**config.mk**
```make
export PLATFORM = sky130hd
export DESIGN_NAME = pipe_ctrl_flat
export DESIGN_NICKNAME = d
export VERILOG_FILES = /design/src/rtl/pipe_pkg.sv /design/src/rtl/pipe_ctrl_if.sv /design/src/rtl/pipe_fwd_unit.sv /design/src/rtl/pipe_ctrl.sv /design/src/flat_wrapper.sv
export SDC_FILE = /design/constraint.sdc
export NUM_CORES = 1
export LEC_CHECK = 0
export CAP_MARGIN = 10
export CORE_UTILIZATION = 35
export DETAILED_ROUTE_END_ITERATION = 16
export PLACE_DENSITY = 0.76
export SYNTH_ARGS = -nofsm -noshare
export SYNTH_HDL_FRONTEND = slang
export SYNTH_HIERARCHICAL = 1
export SYNTH_SLANG_ARGS = --single-unit
```
**constraint.sdc**
```tcl
create_clock -name clk -period 2.72 [get_ports clk]
set_clock_uncertainty 0.05 [all_clocks]
set_input_delay 0.68 -clock clk [delete_from_list [all_inputs] [get_ports clk]]
set_output_delay 0.68 -clock clk [all_outputs]
set_load 0.02 [all_outputs]
```
**src/rtl/pipe_pkg.sv**
```systemverilog
// Shared types and constants for the pipeline hazard/sequencing controller.
package pipe_pkg;

    localparam int REG_W_DFLT = 5;

    typedef enum logic [1:0] {
        RUN      = 2'b00,
        MEM_WAIT = 2'b01
    } state_t;

    localparam logic [1:0] FWD_RF  = 2'b00;
    localparam logic [1:0] FWD_WB  = 2'b01;
    localparam logic [1:0] FWD_MEM = 2'b10;

endpackage

```
**src/rtl/pipe_ctrl_if.sv**
```systemverilog
// Hazard-controller bundle: pipeline stage info in, register-bank hold/clear and forward selects out.
interface pipe_ctrl_if #(parameter int REG_W = pipe_pkg::REG_W_DFLT);

    logic [REG_W-1:0] id_rs, id_rt, ex_rs, ex_rt, ex_rd, mem_rd, wb_rd;
    logic             id_use_rs, id_use_rt;
    logic             id_md_start, id_md_div, id_md_read;
    logic             ex_regwrite, ex_memread, mem_regwrite, wb_regwrite;
    logic             ex_branch_taken;
    logic             dmem_req, dmem_ack;

    logic             pc_hold;
    logic             ifid_hold, ifid_clear, idex_hold, idex_clear;
    logic             exmem_hold, exmem_clear, memwb_hold, memwb_clear;
    logic [1:0]       fwd_a, fwd_b;
    logic             md_busy;
    logic [31:0]      stall_cycles;

    // datapath side
    modport master (
        output id_rs, id_rt, ex_rs, ex_rt, ex_rd, mem_rd, wb_rd,
               id_use_rs, id_use_rt, id_md_start, id_md_div, id_md_read,
               ex_regwrite, ex_memread, mem_regwrite, wb_regwrite,
               ex_branch_taken, dmem_req, dmem_ack,
        input  pc_hold, ifid_hold, ifid_clear, idex_hold, idex_clear,
               exmem_hold, exmem_clear, memwb_hold, memwb_clear,
               fwd_a, fwd_b, md_busy, stall_cycles
    );

    // controller side
    modport slave (
        input  id_rs, id_rt, ex_rs, ex_rt, ex_rd, mem_rd, wb_rd,
               id_use_rs, id_use_rt, id_md_start, id_md_div, id_md_read,
               ex_regwrite, ex_memread, mem_regwrite, wb_regwrite,
               ex_branch_taken, dmem_req, dmem_ack,
        output pc_hold, ifid_hold, ifid_clear, idex_hold, idex_clear,
               exmem_hold, exmem_clear, memwb_hold, memwb_clear,
               fwd_a, fwd_b, md_busy, stall_cycles
    );

endinterface

```
**src/rtl/pipe_fwd_unit.sv**
```systemverilog
// Per-operand EX forwarding compare; the youngest producer (EX/MEM) wins, r0 never forwards.
module pipe_fwd_unit
    import pipe_pkg::*;
#(
    parameter int REG_W = REG_W_DFLT
) (
    input  logic [REG_W-1:0] src,
    input  logic [REG_W-1:0] mem_rd,
    input  logic             mem_regwrite,
    input  logic [REG_W-1:0] wb_rd,
    input  logic             wb_regwrite,
    output logic [1:0]       sel
);

    always_comb begin
        sel = FWD_RF;
        if (mem_regwrite && (mem_rd != '0) && (mem_rd == src))
            sel = FWD_MEM;
        else if (wb_regwrite && (wb_rd != '0) && (wb_rd == src))
            sel = FWD_WB;
    end

endmodule

```
**src/rtl/pipe_ctrl.sv**
```systemverilog
// 5-stage MIPS hazard/sequencing controller: freeze, flush, interlocks, MD busy counter, stall counter.
// PIPE_CTRL_FWD_EN enables EX forwarding; without it every EX/MEM RAW match interlocks.
module pipe_ctrl
    import pipe_pkg::*;
#(
    parameter int REG_W      = REG_W_DFLT,
    parameter int MUL_CYCLES = 4,
    parameter int DIV_CYCLES = 32
) (
    input  logic       clk,
    input  logic       rst_n,
    pipe_ctrl_if.slave bus
);

    localparam int MD_MAX = (MUL_CYCLES > DIV_CYCLES) ? MUL_CYCLES : DIV_CYCLES;
    localparam int CW     = $clog2(MD_MAX + 1);

    state_t      state, state_nxt;
    logic [CW-1:0] md_cnt;
    logic [31:0] stall_q;
    logic        freeze, flush, interlock, md_load, busy;
    logic        ex_hit, load_use, md_il, raw_il;

    assign freeze = bus.dmem_req & ~bus.dmem_ack;
    assign flush  = bus.ex_branch_taken;
    assign busy   = (md_cnt != '0);

    assign ex_hit = (bus.ex_rd != '0) &
                    ((bus.id_use_rs & (bus.id_rs == bus.ex_rd)) |
                     (bus.id_use_rt & (bus.id_rt == bus.ex_rd)));
    assign load_use = bus.ex_memread & ex_hit;
    assign md_il    = busy & (bus.id_md_start | bus.id_md_read);

`ifdef PIPE_CTRL_FWD_EN
    logic [1:0][REG_W-1:0] fwd_src;
    logic [1:0][1:0]       fwd_sel;
    logic                  unused_nofwd;

    assign unused_nofwd = bus.ex_regwrite;
    assign raw_il       = load_use;
    assign fwd_src      = {bus.ex_rt, bus.ex_rs};

    for (genvar g = 0; g < 2; g++) begin : g_fwd
        pipe_fwd_unit #(.REG_W(REG_W)) u_fwd (
            .src          (fwd_src[g]),
            .mem_rd       (bus.mem_rd),
            .mem_regwrite (bus.mem_regwrite),
            .wb_rd        (bus.wb_rd),
            .wb_regwrite  (bus.wb_regwrite),
            .sel          (fwd_sel[g])
        );
    end

    assign bus.fwd_a = rst_n ? fwd_sel[0] : FWD_RF;
    assign bus.fwd_b = rst_n ? fwd_sel[1] : FWD_RF;
`else
    logic mem_hit;
    logic unused_fwd;

    // WB is never checked: the register file writes before it is read
    assign mem_hit = (bus.mem_rd != '0) &
                     ((bus.id_use_rs & (bus.id_rs == bus.mem_rd)) |
                      (bus.id_use_rt & (bus.id_rt == bus.mem_rd)));
    assign raw_il     = load_use | (bus.ex_regwrite & ex_hit) | (bus.mem_regwrite & mem_hit);
    assign unused_fwd = ^{bus.ex_rs, bus.ex_rt, bus.wb_rd, bus.wb_regwrite};
    assign bus.fwd_a  = FWD_RF;
    assign bus.fwd_b  = FWD_RF;
`endif

    assign interlock = raw_il | md_il;
    assign md_load   = bus.id_md_start & ~freeze & ~flush & ~interlock;

    always_ff @(posedge clk or negedge rst_n) begin
        if (!rst_n) state <= RUN;
        else        state <= state_nxt;
    end

    always_comb begin
        state_nxt       = state;
        bus.pc_hold     = 1'b0;
        bus.ifid_hold   = 1'b0;
        bus.ifid_clear  = 1'b0;
        bus.idex_hold   = 1'b0;
        bus.idex_clear  = 1'b0;
        bus.exmem_hold  = 1'b0;
        bus.exmem_clear = 1'b0;
        bus.memwb_hold  = 1'b0;
        bus.memwb_clear = 1'b0;

        case (state)
            RUN:      if (freeze)       state_nxt = MEM_WAIT;
            MEM_WAIT: if (bus.dmem_ack) state_nxt = RUN;
            default:                    state_nxt = RUN;
        endcase

        // priority: reset > freeze > flush > interlock
        if (!rst_n) begin
            bus.ifid_clear  = 1'b1;
            bus.idex_clear  = 1'b1;
            bus.exmem_clear = 1'b1;
            bus.memwb_clear = 1'b1;
        end else if (freeze) begin
            bus.pc_hold     = 1'b1;
            bus.ifid_hold   = 1'b1;
            bus.idex_hold   = 1'b1;
            bus.exmem_hold  = 1'b1;
            bus.memwb_clear = 1'b1;
        end else if (flush) begin
            bus.ifid_clear  = 1'b1;
            bus.idex_clear  = 1'b1;
        end else if (interlock) begin
            bus.pc_hold     = 1'b1;
            bus.ifid_hold   = 1'b1;
            bus.idex_clear  = 1'b1;
        end
    end

    // the MD unit keeps running while the pipeline is frozen
    always_ff @(posedge clk or negedge rst_n) begin
        if (!rst_n)       md_cnt <= '0;
        else if (md_load) md_cnt <= bus.id_md_div ? CW'(DIV_CYCLES) : CW'(MUL_CYCLES);
        else if (busy)    md_cnt <= md_cnt - 1'b1;
    end

    always_ff @(posedge clk or negedge rst_n) begin
        if (!rst_n)                             stall_q <= '0;
        else if (bus.pc_hold && (stall_q != '1)) stall_q <= stall_q + 1'b1;
    end

    assign bus.md_busy      = rst_n & busy;
    assign bus.stall_cycles = stall_q;

endmodule

```
**src/flat_wrapper.sv**
```systemverilog
// flat-port wrapper written by rule: the top's interface ports become plain ports
module pipe_ctrl_flat import pipe_pkg::*;
#(
    parameter int REG_W      = REG_W_DFLT,
    parameter int MUL_CYCLES = 4,
    parameter int DIV_CYCLES = 32
)
  (clk, rst_n, bus_id_rs, bus_id_rt, bus_ex_rs, bus_ex_rt, bus_ex_rd, bus_mem_rd, bus_wb_rd, bus_id_use_rs, bus_id_use_rt, bus_id_md_start, bus_id_md_div, bus_id_md_read, bus_ex_regwrite, bus_ex_memread, bus_mem_regwrite, bus_wb_regwrite, bus_ex_branch_taken, bus_dmem_req, bus_dmem_ack, bus_pc_hold, bus_ifid_hold, bus_ifid_clear, bus_idex_hold, bus_idex_clear, bus_exmem_hold, bus_exmem_clear, bus_memwb_hold, bus_memwb_clear, bus_fwd_a, bus_fwd_b, bus_md_busy, bus_stall_cycles);
  pipe_ctrl_if #(.REG_W(REG_W)) bus_i ();
  input  logic clk;
  input  logic rst_n;
  input wire logic [$bits(bus_i.id_rs)-1:0] bus_id_rs;
  input wire logic [$bits(bus_i.id_rt)-1:0] bus_id_rt;
  input wire logic [$bits(bus_i.ex_rs)-1:0] bus_ex_rs;
  input wire logic [$bits(bus_i.ex_rt)-1:0] bus_ex_rt;
  input wire logic [$bits(bus_i.ex_rd)-1:0] bus_ex_rd;
  input wire logic [$bits(bus_i.mem_rd)-1:0] bus_mem_rd;
  input wire logic [$bits(bus_i.wb_rd)-1:0] bus_wb_rd;
  input wire logic [$bits(bus_i.id_use_rs)-1:0] bus_id_use_rs;
  input wire logic [$bits(bus_i.id_use_rt)-1:0] bus_id_use_rt;
  input wire logic [$bits(bus_i.id_md_start)-1:0] bus_id_md_start;
  input wire logic [$bits(bus_i.id_md_div)-1:0] bus_id_md_div;
  input wire logic [$bits(bus_i.id_md_read)-1:0] bus_id_md_read;
  input wire logic [$bits(bus_i.ex_regwrite)-1:0] bus_ex_regwrite;
  input wire logic [$bits(bus_i.ex_memread)-1:0] bus_ex_memread;
  input wire logic [$bits(bus_i.mem_regwrite)-1:0] bus_mem_regwrite;
  input wire logic [$bits(bus_i.wb_regwrite)-1:0] bus_wb_regwrite;
  input wire logic [$bits(bus_i.ex_branch_taken)-1:0] bus_ex_branch_taken;
  input wire logic [$bits(bus_i.dmem_req)-1:0] bus_dmem_req;
  input wire logic [$bits(bus_i.dmem_ack)-1:0] bus_dmem_ack;
  output wire logic [$bits(bus_i.pc_hold)-1:0] bus_pc_hold;
  output wire logic [$bits(bus_i.ifid_hold)-1:0] bus_ifid_hold;
  output wire logic [$bits(bus_i.ifid_clear)-1:0] bus_ifid_clear;
  output wire logic [$bits(bus_i.idex_hold)-1:0] bus_idex_hold;
  output wire logic [$bits(bus_i.idex_clear)-1:0] bus_idex_clear;
  output wire logic [$bits(bus_i.exmem_hold)-1:0] bus_exmem_hold;
  output wire logic [$bits(bus_i.exmem_clear)-1:0] bus_exmem_clear;
  output wire logic [$bits(bus_i.memwb_hold)-1:0] bus_memwb_hold;
  output wire logic [$bits(bus_i.memwb_clear)-1:0] bus_memwb_clear;
  output wire logic [$bits(bus_i.fwd_a)-1:0] bus_fwd_a;
  output wire logic [$bits(bus_i.fwd_b)-1:0] bus_fwd_b;
  output wire logic [$bits(bus_i.md_busy)-1:0] bus_md_busy;
  output wire logic [$bits(bus_i.stall_cycles)-1:0] bus_stall_cycles;
  assign bus_i.id_rs = bus_id_rs;
  assign bus_i.id_rt = bus_id_rt;
  assign bus_i.ex_rs = bus_ex_rs;
  assign bus_i.ex_rt = bus_ex_rt;
  assign bus_i.ex_rd = bus_ex_rd;
  assign bus_i.mem_rd = bus_mem_rd;
  assign bus_i.wb_rd = bus_wb_rd;
  assign bus_i.id_use_rs = bus_id_use_rs;
  assign bus_i.id_use_rt = bus_id_use_rt;
  assign bus_i.id_md_start = bus_id_md_start;
  assign bus_i.id_md_div = bus_id_md_div;
  assign bus_i.id_md_read = bus_id_md_read;
  assign bus_i.ex_regwrite = bus_ex_regwrite;
  assign bus_i.ex_memread = bus_ex_memread;
  assign bus_i.mem_regwrite = bus_mem_regwrite;
  assign bus_i.wb_regwrite = bus_wb_regwrite;
  assign bus_i.ex_branch_taken = bus_ex_branch_taken;
  assign bus_i.dmem_req = bus_dmem_req;
  assign bus_i.dmem_ack = bus_dmem_ack;
  assign bus_pc_hold = bus_i.pc_hold;
  assign bus_ifid_hold = bus_i.ifid_hold;
  assign bus_ifid_clear = bus_i.ifid_clear;
  assign bus_idex_hold = bus_i.idex_hold;
  assign bus_idex_clear = bus_i.idex_clear;
  assign bus_exmem_hold = bus_i.exmem_hold;
  assign bus_exmem_clear = bus_i.exmem_clear;
  assign bus_memwb_hold = bus_i.memwb_hold;
  assign bus_memwb_clear = bus_i.memwb_clear;
  assign bus_fwd_a = bus_i.fwd_a;
  assign bus_fwd_b = bus_i.fwd_b;
  assign bus_md_busy = bus_i.md_busy;
  assign bus_stall_cycles = bus_i.stall_cycles;
  pipe_ctrl #(.REG_W(REG_W), .MUL_CYCLES(MUL_CYCLES), .DIV_CYCLES(DIV_CYCLES)) u_core (.clk(clk), .rst_n(rst_n), .bus(bus_i));
endmodule
```
==> After elaboration in Yosys (flattened, before gate mapping) <==
Cells that the tools add are included.
{ "classes": {"add_sub_neg": 2, "eq_ne": 5, "mux": 17, "bitwise": 25, "n_reduce_logical": 5} }
{ "ops": {"columns": ["operator", "count"], "rows": [
  ["32-bit by 1-bit adder with 32-bit output (second input constant)", 1],
  ["32-bit inequality test (second input constant)", 1],
  ["5-bit == test", 4],
  ["6-bit two-way mux", 3],
  ["1-bit bitwise AND", 15],
  ["1-bit two-way mux", 14],
  ["5-bit nonzero test", 2],
  ["1-bit OR", 6],
  ["6-bit nonzero test", 1],
  ["6-bit by 1-bit subtractor with 6-bit output (second input constant)", 1],
  ["1-bit inverter", 4],
  ["2-bit nonzero test", 1],
  ["1-bit logical AND", 1]
]} }
{ "word_totals": {"register_bits": 38, "input_bits": 49, "out_inout_bits": 46, "wordCells": 56} }

==> Logic depth before layout (Yosys ltp) <==
{ "logic_depth": {"word_depth": 13, "depth_mapped": 11, "mapped_depth_nobuf": 9} }

==> Worst setup path after synthesis <==
Ideal clock, no wire load.
{ "synth_path": {"path_kind": "input -> output", "startpoint": "input port bus_id_rt[3]", "endpoint": "output port bus_pc_hold", "arrival_ns": 2.228, "required_ns": 1.990, "slack_ns": -0.238, "path_stages": 6, "path_buffers": 1, "path_cell_list": "xor2_1 nor4_1 a32oi_1 o221a_4 a21oi_1 buf_4"} }
{ "synth_via": {"elab_chain_cells": 12, "word_cells_on_any_way": 18} }
{ "synth_rtl": {"columns": ["item", "line_no", "text"], "rows": [
  ["start: declaration", "flat_wrapper.sv:13", "input wire logic [$bits(bus_i.id_rt)-1:0] bus_id_rt;"],
  ["5-bit == test", "pipe_ctrl.sv:30", "(bus.id_use_rt & (bus.id_rt == bus.ex_rd)));"],
  ["1-bit bitwise AND", "pipe_ctrl.sv:30", null],
  ["1-bit OR", "pipe_ctrl.sv:29", "((bus.id_use_rs & (bus.id_rs == bus.ex_rd)) |"],
  ["1-bit bitwise AND", "pipe_ctrl.sv:28", "assign ex_hit = (bus.ex_rd != '0) &"],
  ["1-bit bitwise AND, on equally long branches", "pipe_ctrl.sv:31, pipe_ctrl.sv:64", null],
  ["1-bit OR", "pipe_ctrl.sv:64", "assign raw_il = load_use | (bus.ex_regwrite & ex_hit) | (bus.mem_regwrite & mem_hit);"],
  ["1-bit OR *", "pipe_ctrl.sv:64", null],
  ["1-bit OR *", "pipe_ctrl.sv:70", "assign interlock = raw_il | md_il;"],
  ["1-bit two-way mux * (4 in a row)", null, null],
  ["end: declaration", "flat_wrapper.sv:31", "output wire logic [$bits(bus_i.pc_hold)-1:0] bus_pc_hold;"]
]} }
Mark *: on every way between the ends. The rest lies on a longest branch, timed or not.

==> Worst setup path after layout <==
{ "layout_path": {"startpoint": "input port bus_id_rt[0]", "endpoint": "output port bus_pc_hold"} }
{ "layout_via": {"elab_chain_cells": 12, "word_cells_on_any_way": 18} }
{ "layout_rtl": {"columns": ["item", "line_no", "text"], "rows": [
  ["5-bit == test", "pipe_ctrl.sv:30", null],
  ["1-bit bitwise AND", "pipe_ctrl.sv:30", null],
  ["1-bit OR", "pipe_ctrl.sv:29", null],
  ["1-bit bitwise AND", "pipe_ctrl.sv:28", null],
  ["1-bit bitwise AND, on equally long branches", "pipe_ctrl.sv:31, pipe_ctrl.sv:64", null],
  ["1-bit OR", "pipe_ctrl.sv:64", null],
  ["1-bit OR *", "pipe_ctrl.sv:64", null],
  ["1-bit OR *", "pipe_ctrl.sv:70", null],
  ["1-bit two-way mux *", "pipe_ctrl.sv:111", "end else if (interlock) begin"],
  ["1-bit two-way mux *", "pipe_ctrl.sv:108", "end else if (flush) begin"],
  ["1-bit two-way mux *", "pipe_ctrl.sv:102", "end else if (freeze) begin"],
  ["1-bit two-way mux *", "pipe_ctrl.sv:97", "if (!rst_n) begin"]
]} }
Marked as above.

==> summary.txt <==
Run status
  • Outcome: finished, violations left
  • Failing checks: negative setup slack

Logic synthesis
  • Synth warn: 6
  • Syn Inst Count: 212
  • Post-synth cell types: 42
  • Yosys reg bits: 38
  • Syn Std Cell Area: 0.00225 mm²
  • Post-synth top cells: dfrtp_1, xnor2_1, xor2_1
  • Count leader, synth: dfrtp_1
  • Yosys top cell area share: 42.2%
  • Synth top area cells: dfrtp_1, xnor2_1, xor2_1, nand4_1, nand3_2
  • Sequential fraction of the synthesis area: 42.2%
  • Post-synth EDFFs: 0
  • Avg Cell Area, Syn: 10.6 µm²
  • Synth area leader: dfrtp_1
  • Asr flop ratio synth: 100%
  • Main synth FF type: dfrtp_1

Layout
  • Area growth, synth to finish: 45.0%
  • Net count, final: 357
  • FILL cells: 538
  • Layout Utilization: 53.9%
  • Number of diodes: 0
  • Share of layout cells above drive strength 1: 23.2%

Route
  • DR pass1 iterations: 4
  • Antenna Nets Post-Route: 0
  • WL/cell: 14.5 µm
  • Via count: 1910
  • Vias per cell: 5.01
  • DRC Markers: 0
  • 1st-iter DRT viols: 45
  • Post-Route WL: 5520 µm

Clocking
  • Clk slew on worst S/H paths: 0.07 ns
  • Clk_lat worst skew: 0.29 ns
  • Clk buf depth: 2
  • Hold Buf Count CTS: 0
  • CTS tree: yes
  • Clock sinks: 38
  • Num CTS Buffers: 5
  • Clock root buffer: clkbuf_8
  • H-tree depth: 2

Floorplanning
  • DIE WIDTH: 82.2 µm
  • Chip height: 82.2 µm
  • Placement Rows: 28
  • Initial core utilization: 37.2%
  • Die Area: 0.00676 mm²
  • Core Area: 0.00606 mm²
  • I/O pin count: 95

Timing
  • Fmax: 360 MHz
  • Setup ws final: -0.0561 ns
  • RSZ-0062 raised after global routing: true
  • Period Utilization, post-route: 102%
  • Pins Over Slew Limit: 0
  • Fin crit period: 2.78 ns
  • Hold Fails Final Rpt: 0
  • Setup-failing EPs final: 2
  • Final hold slack: 0.436 ns

Worst setup path
  • Crit path launch type: input pin
  • Delay-heaviest family, CP: compound AO/OA/AOI/OAI gates
  • Buf/Inv on CP: 2
  • Critical R2R Launch: u_core/md_cnt[0]$_DFFE_PN0P_
  • Worst EP required: 1.99 ns
  • Slowest stage delay, CP: 0.30 ns
  • Worst path slowest cell: o221a_4
  • Crit path kind: input pin to primary output
  • Worst path cell trace: buf_2 -> xor2_2 -> nor4_2 -> a32oi_1 -> o221a_4 -> a21oi_4 -> buf_6
  • CP arrival: 2.05 ns
  • Crit Path Max Fanout: 3
  • Critical Path Sink Type: primary output
  • Crit path from: bus_id_rt[0]

Pwr
  • Pwr dens: 527 mW/mm²
  • Leak pwr: 1.43 nW
  • IR drop worst, VDD: 0.000465 V

GRT
  • Gr ovfl total: 0
  • Total track usage: 17.1%
  • First-pass GRT wire length: 8790 µm
  • Initial antenna violation count: 0
  • Largest net degree at the start of global routing: 39
  • Vias in the first global route: 1954

Place
  • RePlAce Congestion: 0.742
  • Post-Place Setup Slack: -0.955 ns
  • I/O Buffers: 73
  • Dpl hpwl: 4050 µm

Hold path
  • Worst min path class: input pin to asynchronous set/reset pin

Flow run
  • Max-Cap Viols: 0
per-layer routing:
metal / global-route usage [%] / vias up / share of wire, %
li1: - / 915 / -
met1: 19.5 / 924 / 41
met2: 31.4 / 65 / 49
met3: 4.07 / 6 / 8.5
met4: 4.74 / 0 / 0.92
met5: 0 / - / 0
worst reg2reg max path, stage by stage, from the launching register on:
cell and delay, ns:
dfrtp_1 0.41, inv_1 0.11, ha_1 0.14, nor2b_1 0.21, nand2_1 0.11, o21ai_0 0.12, o221a_4 0.26, buf_4 0.13
a21oi_4 0.06, buf_12 0.16, and4bb_1 0.21, xor2_1 0.14
logic make-up after synthesis:
group	share of synthesized area, %
flip-flops	42.2
AO/OA/AOI/OAI	5.39
buffers and inverters	5.28
AND/OR/NAND/NOR	22.8
XOR/XNOR	21.0
other	0.167
adder cells (fa/ha/maj)	1.67
multiplexers	1.44
cells in the final DEF, fill, tap and decap left out, drive strengths merged, types with 2 or more instances in the layout:
cell type and count:
xnor2 35, conb 5, nand4 15, nor3 3, nor4 4, clkdlybuf4s15 2
clkbuf 10, a21oi 3, o21ai 2, and4 5, inv 6, nand3 13
xor2 19, nor2 6, nand2 12, mux2 2, and3 9, a22o 2
and2 6, a32oi 2, dlygate4sd2 4, clkdlybuf4s50 45, ha 3, buf 40
dfrtp 38, or4 2
registers in the layout, summed over array words and instances (netlist names):
signal,cells
u_core/bus.stall_cycles,32
u_core/md_cnt,6
path summary, 6_finish.rpt:
check                                                     endpoint  slack, ns  cells after the start
setup / recovery                                       bus_pc_hold      -0.06                      7
hold / removal                        u_core/md_cnt[4]$_DFFE_PN0P_       0.44                      2
setup reg to reg           u_core/bus.stall_cycles[31]$_DFFE_PN0P_       0.50                     11
hold reg to reg            u_core/bus.stall_cycles[21]$_DFFE_PN0P_       0.45                      1
max in group asynchronous  u_core/bus.stall_cycles[28]$_DFFE_PN0P_       1.84                      2
min in group clk           u_core/bus.stall_cycles[21]$_DFFE_PN0P_       0.45                      1
cell type report:
cell class                      instances  area, µm²  area share [%]
Clock buffer                            7       86.3            2.64
Sequential cell                        38        951            29.1
Tap cell                               75       93.8            2.87
Multi-Input combinational cell        160       1260            38.7
Timing Repair Buffer                   94        842            25.8
Inverter                                6       22.5           0.690
Clock inverter                          1       5.00           0.153
through the flow:
| stage | power (mW) | TNS, ns | cell area [µm²] | std cells |
|---|---|---|---|---|
| after floorplan | 1.08 | 0 | 2280 | 216 |
| after global placement | 1.32 | -10.73 | 3150 | 370 |
| after detailed placement | 1.33 | -14.48 | 3150 | 370 |
| after CTS | 1.74 | -0.116 | 3240 | 380 |
| after global routing | 1.83 | -0.255 | 3270 | 381 |
| final | 1.72 | -0.112 | 3270 | 381 |
repair_timing:
action                                  4_1_cts  5_1_grt
setup buffers                                 2        1
resized for setup                           102       13
endpoints found under the setup margin       33        4
pin swaps                                    15        9
where the power goes:
part	leakage (nW)	internal (mW)	switching, mW	total [mW]
logic	0.874	0.302	0.279	0.582
clock network	0.0482	0.204	0.190	0.394
registers	0.508	0.655	0.0901	0.745
Note: power is estimated with default switching activity, not from simulation.
